## src/rtl/immgen_pipe_if.sv

```systemverilog
// Handshake bundle for immgen_pipe: producer side (instr/pc in) and consumer side
// (decoded immediate out). The master modport belongs to whoever drives instructions
// and consumes results; the slave modport belongs to the generator.
interface immgen_pipe_if #(
  parameter int unsigned XLEN = 64
);
  logic            in_valid;
  logic            in_ready;
  logic [31:0]     instr;
  logic [XLEN-1:0] pc;
  logic            flush;
  logic            out_valid;
  logic            out_ready;
  logic [XLEN-1:0] imm;
  logic [XLEN-1:0] target;
  logic [2:0]      fmt;
  logic            illegal;

  modport master (
    output in_valid, instr, pc, flush, out_ready,
    input  in_ready, out_valid, imm, target, fmt, illegal
  );

  modport slave (
    input  in_valid, instr, pc, flush, out_ready,
    output in_ready, out_valid, imm, target, fmt, illegal
  );
endinterface

```

## src/rtl/immgen_pipe.sv

```systemverilog
// Buffered RISC-V immediate generator. Decodes the instruction format from the opcode,
// builds the sign-extended immediate and pc-relative target on the input side, and
// queues the results in a DEPTH-entry FIFO so execute-side backpressure is absorbed.
module immgen_pipe #(
  parameter int unsigned XLEN  = 64,
  parameter int unsigned DEPTH = 2
) (
  input logic          clk,
  input logic          reset,
  immgen_pipe_if.slave bus
);

  localparam int unsigned PtrW = (DEPTH > 1) ? $clog2(DEPTH) : 1;
  localparam int unsigned CntW = $clog2(DEPTH + 1);

  localparam logic [2:0] FmtNone = 3'd0;
  localparam logic [2:0] FmtI    = 3'd1;
  localparam logic [2:0] FmtS    = 3'd2;
  localparam logic [2:0] FmtB    = 3'd3;
  localparam logic [2:0] FmtU    = 3'd4;
  localparam logic [2:0] FmtJ    = 3'd5;

  // Decode side
  logic [31:0]     imm32;
  logic [2:0]      dec_fmt;
  logic            dec_ill;
  logic [XLEN-1:0] dec_imm;
  logic [XLEN-1:0] dec_target;

  // FIFO storage; data needs no reset because count gates visibility
  logic [XLEN-1:0] imm_mem [DEPTH];
  logic [XLEN-1:0] tgt_mem [DEPTH];
  logic [2:0]      fmt_mem [DEPTH];
  logic            ill_mem [DEPTH];

  logic [PtrW-1:0] wr_ptr_q, rd_ptr_q;
  logic [CntW-1:0] count_q, count_d;
  logic            in_ready_q, out_valid_q;
  logic            push, pop;

  function automatic logic [PtrW-1:0] next_ptr(input logic [PtrW-1:0] p);
    return (p == PtrW'(DEPTH - 1)) ? '0 : p + 1'b1;
  endfunction

  // Format decode and 32-bit immediate assembly from the opcode
  always_comb begin
    imm32   = '0;
    dec_fmt = FmtNone;
    dec_ill = 1'b0;
    case (bus.instr[6:0])
      7'b0000011, 7'b0010011, 7'b0011011, 7'b1100111, 7'b1110011: begin
        dec_fmt = FmtI;
        imm32   = {{20{bus.instr[31]}}, bus.instr[31:20]};
      end
      7'b0100011: begin
        dec_fmt = FmtS;
        imm32   = {{20{bus.instr[31]}}, bus.instr[31:25], bus.instr[11:7]};
      end
      7'b1100011: begin
        dec_fmt = FmtB;
        imm32   = {{20{bus.instr[31]}}, bus.instr[7], bus.instr[30:25], bus.instr[11:8], 1'b0};
      end
      7'b0110111, 7'b0010111: begin
        dec_fmt = FmtU;
        imm32   = {bus.instr[31:12], 12'b0};
      end
      7'b1101111: begin
        dec_fmt = FmtJ;
        imm32   = {{12{bus.instr[31]}}, bus.instr[19:12], bus.instr[20], bus.instr[30:21], 1'b0};
      end
      7'b0110011, 7'b0111011: begin
        dec_fmt = FmtNone;
      end
      default: begin
        dec_ill = 1'b1;
      end
    endcase
  end

  // Sign-extend to XLEN (also extends bit 31 of U-type on RV64); carry out is dropped
  assign dec_imm    = XLEN'($signed(imm32));
  assign dec_target = bus.pc + dec_imm;

  assign push = bus.in_valid && in_ready_q && !bus.flush && !reset;
  assign pop  = out_valid_q && bus.out_ready;

  // Occupancy next-state; simultaneous push and pop leaves count unchanged
  always_comb begin
    count_d = count_q;
    unique case ({push, pop})
      2'b10:   count_d = count_q + 1'b1;
      2'b01:   count_d = count_q - 1'b1;
      default: count_d = count_q;
    endcase
  end

  // Write the decoded entry at the tail on push
  always_ff @(posedge clk) begin
    if (push) begin
      imm_mem[wr_ptr_q] <= dec_imm;
      tgt_mem[wr_ptr_q] <= dec_target;
      fmt_mem[wr_ptr_q] <= dec_fmt;
      ill_mem[wr_ptr_q] <= dec_ill;
    end
  end

  // Pointers, count and registered flags; reset dominates flush
  always_ff @(posedge clk) begin
    if (reset || bus.flush) begin
      wr_ptr_q    <= '0;
      rd_ptr_q    <= '0;
      count_q     <= '0;
      in_ready_q  <= 1'b1;
      out_valid_q <= 1'b0;
    end else begin
      if (push) wr_ptr_q <= next_ptr(wr_ptr_q);
      if (pop)  rd_ptr_q <= next_ptr(rd_ptr_q);
      count_q     <= count_d;
      in_ready_q  <= (count_d != CntW'(DEPTH));
      out_valid_q <= (count_d != '0);
    end
  end

  assign bus.in_ready  = in_ready_q;
  assign bus.out_valid = out_valid_q;
  assign bus.imm       = out_valid_q ? imm_mem[rd_ptr_q] : '0;
  assign bus.target    = out_valid_q ? tgt_mem[rd_ptr_q] : '0;
  assign bus.fmt       = out_valid_q ? fmt_mem[rd_ptr_q] : 3'd0;
  assign bus.illegal   = out_valid_q ? ill_mem[rd_ptr_q] : 1'b0;

endmodule

```

## src/flat_wrapper.sv

```systemverilog
// flat-port wrapper written by rule: the top's interface ports become plain ports
module immgen_pipe_flat 
#(
  parameter int unsigned XLEN  = 64,
  parameter int unsigned DEPTH = 2
)
  (clk, reset, bus_in_valid, bus_instr, bus_pc, bus_flush, bus_out_ready, bus_in_ready, bus_out_valid, bus_imm, bus_target, bus_fmt, bus_illegal);
  immgen_pipe_if #(.XLEN(XLEN)) bus_i ();
  input logic clk;
  input logic reset;
  input wire logic [$bits(bus_i.in_valid)-1:0] bus_in_valid;
  input wire logic [$bits(bus_i.instr)-1:0] bus_instr;
  input wire logic [$bits(bus_i.pc)-1:0] bus_pc;
  input wire logic [$bits(bus_i.flush)-1:0] bus_flush;
  input wire logic [$bits(bus_i.out_ready)-1:0] bus_out_ready;
  output wire logic [$bits(bus_i.in_ready)-1:0] bus_in_ready;
  output wire logic [$bits(bus_i.out_valid)-1:0] bus_out_valid;
  output wire logic [$bits(bus_i.imm)-1:0] bus_imm;
  output wire logic [$bits(bus_i.target)-1:0] bus_target;
  output wire logic [$bits(bus_i.fmt)-1:0] bus_fmt;
  output wire logic [$bits(bus_i.illegal)-1:0] bus_illegal;
  assign bus_i.in_valid = bus_in_valid;
  assign bus_i.instr = bus_instr;
  assign bus_i.pc = bus_pc;
  assign bus_i.flush = bus_flush;
  assign bus_i.out_ready = bus_out_ready;
  assign bus_in_ready = bus_i.in_ready;
  assign bus_out_valid = bus_i.out_valid;
  assign bus_imm = bus_i.imm;
  assign bus_target = bus_i.target;
  assign bus_fmt = bus_i.fmt;
  assign bus_illegal = bus_i.illegal;
  immgen_pipe #(.XLEN(XLEN), .DEPTH(DEPTH)) u_core (.clk(clk), .reset(reset), .bus(bus_i));
endmodule
```

## config.mk

```make
export PLATFORM = sky130hd
export DESIGN_NAME = immgen_pipe_flat
export DESIGN_NICKNAME = d
export VERILOG_FILES = /design/src/rtl/immgen_pipe_if.sv /design/src/rtl/immgen_pipe.sv /design/src/flat_wrapper.sv
export SDC_FILE = /design/constraint.sdc
export NUM_CORES = 1
export LEC_CHECK = 0
export CORE_MARGIN = 2
export CORE_UTILIZATION = 50
export DETAILED_ROUTE_END_ITERATION = 8
export GPL_ROUTABILITY_DRIVEN = 0
export GPL_TIMING_DRIVEN = 0
export PLACE_DENSITY_LB_ADDON = 0.1
export SLEW_MARGIN = 30
export SYNTH_ARGS = -nofsm -noshare
export SYNTH_HDL_FRONTEND = slang
export SYNTH_SLANG_ARGS = --single-unit
```

## constraint.sdc

```tcl
create_clock -name clk -period 8.1 [get_ports clk]
set_clock_uncertainty 0.1 [all_clocks]
set_input_delay 0.81 -clock clk [delete_from_list [all_inputs] [get_ports clk]]
set_output_delay 0.81 -clock clk [all_outputs]
set_load 0.005 [all_outputs]
```

======== Word level (Yosys, flattened, before mapping) ========
Memories as Yosys holds them, arrays and structs flattened. A register that Yosys moved wholly into a read port is not among the register bits.
Cells that the tools add are included.
operators by class
  add/subtract/negate cells ............... 5
  eq/ne operators ......................... 15
  muxes and demuxes ....................... 20
  reductions and logical operators ........ 11
operator list
  kind                                                                 number
  32-bit case mux with 5 select lines                                  1
  64-bit two-way mux                                                   2
  64-bit adder                                                         1
  7-bit by 6-bit == test with 1-bit output (second input constant)     4
  7-bit == test (second input constant)                                4
  7-bit by 5-bit == test with 1-bit output (second input constant)     3
  3-bit case mux with 5 select lines                                   1
  1-bit two-way mux                                                    14
  12-bit OR reduction                                                  1
  7-bit by 2-bit == test with 1-bit output (second input constant)     1
  5-bit OR reduction                                                   1
  1-bit logical AND                                                    4
  2-bit case mux with 2 select lines                                   1
  3-bit two-way mux                                                    1
  1-bit adder (second input constant)                                  2
  2-bit by 1-bit adder with 2-bit output (second input constant)       1
  2-bit by 1-bit == test with 1-bit output (second input constant)     1
  2-bit == test (second input constant)                                1
  1-bit logical NOT                                                    2
  2-bit inequality test (second input constant)                        1
  2-bit nonzero test                                                   1
  2-bit OR reduction                                                   1
  2-bit by 1-bit subtractor with 2-bit output (second input constant)  1
  1-bit logical OR                                                     1
storage, ports and cells
  flip-flop bits (word level) ............. 6
  bits in writable memories ............... 264
  output and inout bits ................... 134
  logic and storage cells ................. 60
  memories kept ........................... 4
memory list
  name            depth  width  rd ports  clocked after memory_dff  wr ports  RTL line           text
  u_core.imm_mem  2      64     1         1                         1         immgen_pipe.sv:31  logic [XLEN-1:0] imm_mem [DEPTH];
  u_core.tgt_mem  2      64     1         1                         1         immgen_pipe.sv:32  logic [XLEN-1:0] tgt_mem [DEPTH];
  u_core.fmt_mem  2      3      1         1                         1         immgen_pipe.sv:33  logic [2:0] fmt_mem [DEPTH];
  u_core.ill_mem  2      1      1         1                         1         immgen_pipe.sv:34  logic ill_mem [DEPTH];

======== Logic depth before layout (Yosys ltp) ========
  depth in word-level cells ............... 6
  depth in mapped cells ................... 22
  mapped depth without buffers ............ 18

======== Worst setup path before layout ========
No wires, ideal clock.
  path kind ............................... input -> register
  from .................................... input bus_flush
  to ...................................... memory u_core.fmt_mem[0][0] (enable)
  library setup time ...................... 0.560 ns
  arrival time ............................ 5.239 ns
  path slack .............................. 2.201 ns
  stages .................................. 3
  path through ............................ nor2_1 -> nand3_1 -> nor2_1
on the way
  longest elaborated chain between the ends .. 5
ends and longest elaborated chain
  item                                     RTL line            text
  from (decl)                              flat_wrapper.sv:14  input wire logic [$bits(bus_i.flush)-1:0] bus_flush;
  1-bit logical NOT                        immgen_pipe.sv:84   assign push = bus.in_valid && in_ready_q && !bus.flush && !reset;
  1-bit logical AND (2 in a row)           immgen_pipe.sv:84
  1-bit two-way mux                        immgen_pipe.sv:99   if (push) begin
  1-bit two-way mux (not written as such)  immgen_pipe.sv:102  fmt_mem[wr_ptr_q] <= dec_fmt;
  to (decl)                                immgen_pipe.sv:33
No other way between the ends.

======== Worst setup path after layout ========
  from .................................... input bus_instr[6]
  to ...................................... memory u_core.tgt_mem[0][56] (data pin)
on the way
  longest elaborated chain between the ends .. 4
  elaborated cells between the ends (all ways) .. 14
  classes of those cells .................. add/sub (1); eq/ne (10); mux (1); reduce/logical (2)
ends and longest elaborated chain
  item                                                                    RTL line            text
  from (decl)                                                             flat_wrapper.sv:12  input wire logic [$bits(bus_i.instr)-1:0] bus_instr;
  7-bit by 2-bit == test with 1-bit output, or another cell as far along  immgen_pipe.sv:50   case (bus.instr[6:0])
  5-bit OR reduction / 2-bit OR reduction (equally long branches)         -
  32-bit case mux with 5 select lines (*)                                 immgen_pipe.sv:50
  net u_core.imm32[21]                                                    immgen_pipe.sv:24   logic [31:0] imm32;
  64-bit adder (*)                                                        immgen_pipe.sv:82   assign dec_target = bus.pc + dec_imm;
  net u_core.dec_target[56]                                               immgen_pipe.sv:28   logic [XLEN-1:0] dec_target;
  to (decl)                                                               immgen_pipe.sv:32
Mark *: on every way through the listed nets, which the timed path passes. The rest lies on a longest branch.

==> key figures <==
Routing
  • Drt wl/cell: 19.1 um
  • Via density: 5.67
  • Post-route DRC violation count: 0
  • Detailed route wirelength on metal3: 2820 um
  • Met2 WL: 16700 um
  • Highest routed metal layer: met5
  • Vias post-DR: 10.2k
  • DRT antenna net count: 0
  • Routed wire length: 34400 um
  • Metal-1 WL: 14200 um
  • TritonRoute pass-1 iters: 6
  • Drt initial violations: 1105

Floorplan
  • Chip Height: 164 um
  • Die area: 0.0267 mm2
  • I/O pins: 235
  • Die width: 164 um
  • Cell row count: 58
  • Initial Util: 0.507
  • Total core area: 0.0251 mm2

Worst hold path
  • Worst Hold Depth: 2
  • Hold WC Path Type: flip-flop to flip-flop
  • Hold path startpoint: u_core.count_q[0]$_SDFF_PP0_
  • Worst Hold Path EP: u_core.bus.in_ready$_SDFF_PP1_

Power and ir drop
  • VDD IR-drop max: 160 uV
  • Cell area power density: 154 mW/mm2
  • Total Power: 0.00252 W
  • Static leakage: 5.67 nW

Worst setup path
  • R2r setup slk: 6.03 ns
  • Worst reg2reg endpoint: u_core.tgt_mem[0][57]$_DFFE_PP_
  • Critical path arrival: 6.59 ns
  • CP Launch Type: input pin
  • Reg2reg start: u_core.bus.in_ready$_SDFF_PP1_
  • Worst setup EP type: flip-flop
  • R2R depth: 5
  • Max FO, Critical Path: 10
  • Setup CP Type: input pin to flip-flop
  • CP startpoint: bus_instr[6]
  • WP data required: 8.31 ns

Clocking
  • Cts repair resizes: 0
  • Hold buffer count at CTS: 0
  • Clock buffer depth: 3
  • Clock transition at path regs: 0.06 ns
  • Htree depth: 1
  • CTS root buffer: clkbuf_16
  • Num CTS Buffers: 23
  • Postcts setup bufs: 0
  • CTS tree: yes
  • Worst-Skew Late Latency: 0.51 ns
  • Clk sinks: 207

Cells and area
  • Area growth, synth to finish: 28.6%
  • Area of the multi-input gates: 0.00601 mm2
  • Final instance area: 0.0164 mm2
  • Reg area: 0.00615 mm2
  • Final #Nets: 1590
  • Fillers: 2003
  • Share of layout cells above drive strength 1: 0.0802

STA
  • Final setup fails: 0
  • Fin crit share: 0.788
  • Relative slew margins: 0.414
  • Final Critical Period: 6.38 ns
  • Final Slew Violations: 0
  • Final hold vios: 0
  • Achievable Freq: 157 MHz
  • RSZ-0062 raised after global routing: false
  • Worst-Margin Slew: 0.871 ns

Synthesis
  • Synthesized area: 0.0127 mm2
  • Largest cells by area after synthesis: edfxtp_1, mux2i_1, nor2b_1
  • Syn_nets: 1339
  • Synth top area share: 0.472
  • Synth area leader: edfxtp_1
  • Post-synth EDFFs: 200
  • Post-synthesis cell type count: 78
  • Synth async-reset ratio: 0
  • Primary FF master, synth: edfxtp_1
  • Top-count cell post-synth: edfxtp_1
  • Commonest cells post-synth: edfxtp_1, mux2i_1, nor2b_1
  • Seq/Total Area, Yosys: 0.483
  • Seq cells post-synth: 207
  • Mapped Cells: 1205
  • Mapped Avg Cell Area: 10.6 um2
  • Synth warn: 0

Global route
  • Vias in the first global route: 9500
  • Initial antenna violation count: 2
  • Global-route wire length before repair: 52000 um
  • Global route overflow: 0
  • GRT Util Overall: 0.251
  • Largest net degree at the start of global routing: 34

Placement
  • Area after DPL: 0.0156 mm2
  • I/O Buffers: 216
  • Detailed Place HPWL: 25900 um

Run status
  • Status: finished clean

Flow run
  • Max-cap violation count: 0
-- cell usage in the layout, fill, tap and decap left out, drive strengths merged, types with 10 or more instances in the layout --
master / synthesis / layout
a21o: 32 / 32
xnor2: 50 / 50
nand2: 87 / 87
nand3: 42 / 42
buf: 52 / 62
ha: 32 / 32
and2: 15 / 15
a31oi: 11 / 11
clkbuf: 55 / 85
and3: 10 / 10
xor2: 23 / 23
mux2i: 111 / 111
nor4: 12 / 12
nor2: 86 / 86
inv: 11 / 13
nand4: 18 / 18
o21ai: 40 / 40
nor3: 32 / 32
nor2b: 106 / 106
clkdlybuf4s50: 0 / 216
edfxtp: 200 / 200
a21oi: 57 / 57
a211oi: 10 / 10
-- power by group --
group / switching (W) / total (W) / internal, W
combinational: 0.000164 / 0.000293 / 0.000129
clock: 0.000417 / 0.00103 / 0.000611
sequential: 0.00000383 / 0.00120 / 0.00120
total: 0.000585 / 0.00252 / 0.00194
-- registers in the layout, summed over array words and instances (netlist names), named ones only --
name / flops
u_core.fmt_mem: 6
u_core.ill_mem: 2
u_core.count_q: 2
u_core.tgt_mem: 128
u_core.wr_ptr_q: 1
u_core.imm_mem: 64
u_core.bus.out_valid: 1
u_core.rd_ptr_q: 1
u_core.bus.in_ready: 1
-- through the flow --
| step | worst slack (ns) | hold WS, ns | utilization | cells | setup TNS, ns |
|---|---|---|---|---|---|
| 6_report | 1.72 | 0.439 | 0.652 | 1803 | 0 |
| 5_1_grt | 1.40 | 0.476 | 0.652 | 1802 | 0 |
| 4_1_cts | 1.83 | 0.442 | 0.651 | 1802 | 0 |
| 3_5_place_dp | 1.32 | 0.436 | 0.621 | 1761 | 0 |
| 3_3_place_gp | -0.943 | 0.408 | 0.609 | 1751 | -181.45 |
| 2_1_floorplan | 2.20 | 0.388 | - | 1205 | 0 |
-- kinds of logic after synthesis --
logic type / after synthesis / share of synthesized area
and+or+nand+nor: 447 / 0.185
AOI/OAI and AO/OA: 215 / 0.113
DFF: 207 / 0.483
buffers and inverters: 118 / 0.0471
muxes: 112 / 0.0882
xor gates and xnor gates: 73 / 0.0502
adders and majority gates: 33 / 0.0330
-- layer usage --
layer	up-vias	GRT usage
li1	4901	-
met5	-	0
met2	486	0.420
met1	4760	0.341
met4	2	0.0598
met3	71	0.0444
-- worst max-delay path, stage by stage --
cell and delay [ns]:
clkdlybuf4s50_1 0.47, clkbuf_1 0.23, or4b_2 0.73, o21a_1 0.14, nor2_1 0.17, o21bai_1 0.26, or2_2 0.27, and2_1 0.16
buf_2 0.21, a21o_1 0.22, ha_1 0.26, clkbuf_1 0.20, a21oi_1 0.25, o21ai_0 0.19, a221oi_1 0.35, a21oi_1 0.17
nor3b_4 0.46, nand2_1 0.17, a211oi_2 0.42, a21oi_1 0.14, xnor2_1 0.29
-- cell type report --
cell class / count / area share
timing repair buffer: 226 / 0.149
buffer: 107 / 0.0342
tap: 330 / 0.0252
clock buffer: 30 / 0.0406
sequential: 207 / 0.376
antenna: 1 / 0.000153
clock inverter: 11 / 0.00551
multi-input combinational: 880 / 0.367
inverter: 11 / 0.00252
-- worst max-delay path by stage --
stage | cells past startpoint | endpoint
detailed placement | 21 | u_core.tgt_mem[0][56]$_DFFE_PP_
global placement | 4 | u_core.tgt_mem[1][56]$_DFFE_PP_
global route | 21 | u_core.tgt_mem[0][56]$_DFFE_PP_
floorplan | 3 | u_core.fmt_mem[0][0]$_DFFE_PP_
CTS | 21 | u_core.tgt_mem[0][56]$_DFFE_PP_
finish | 21 | u_core.tgt_mem[0][56]$_DFFE_PP_
No activity file was read; power rests on OpenSTA's default activity.
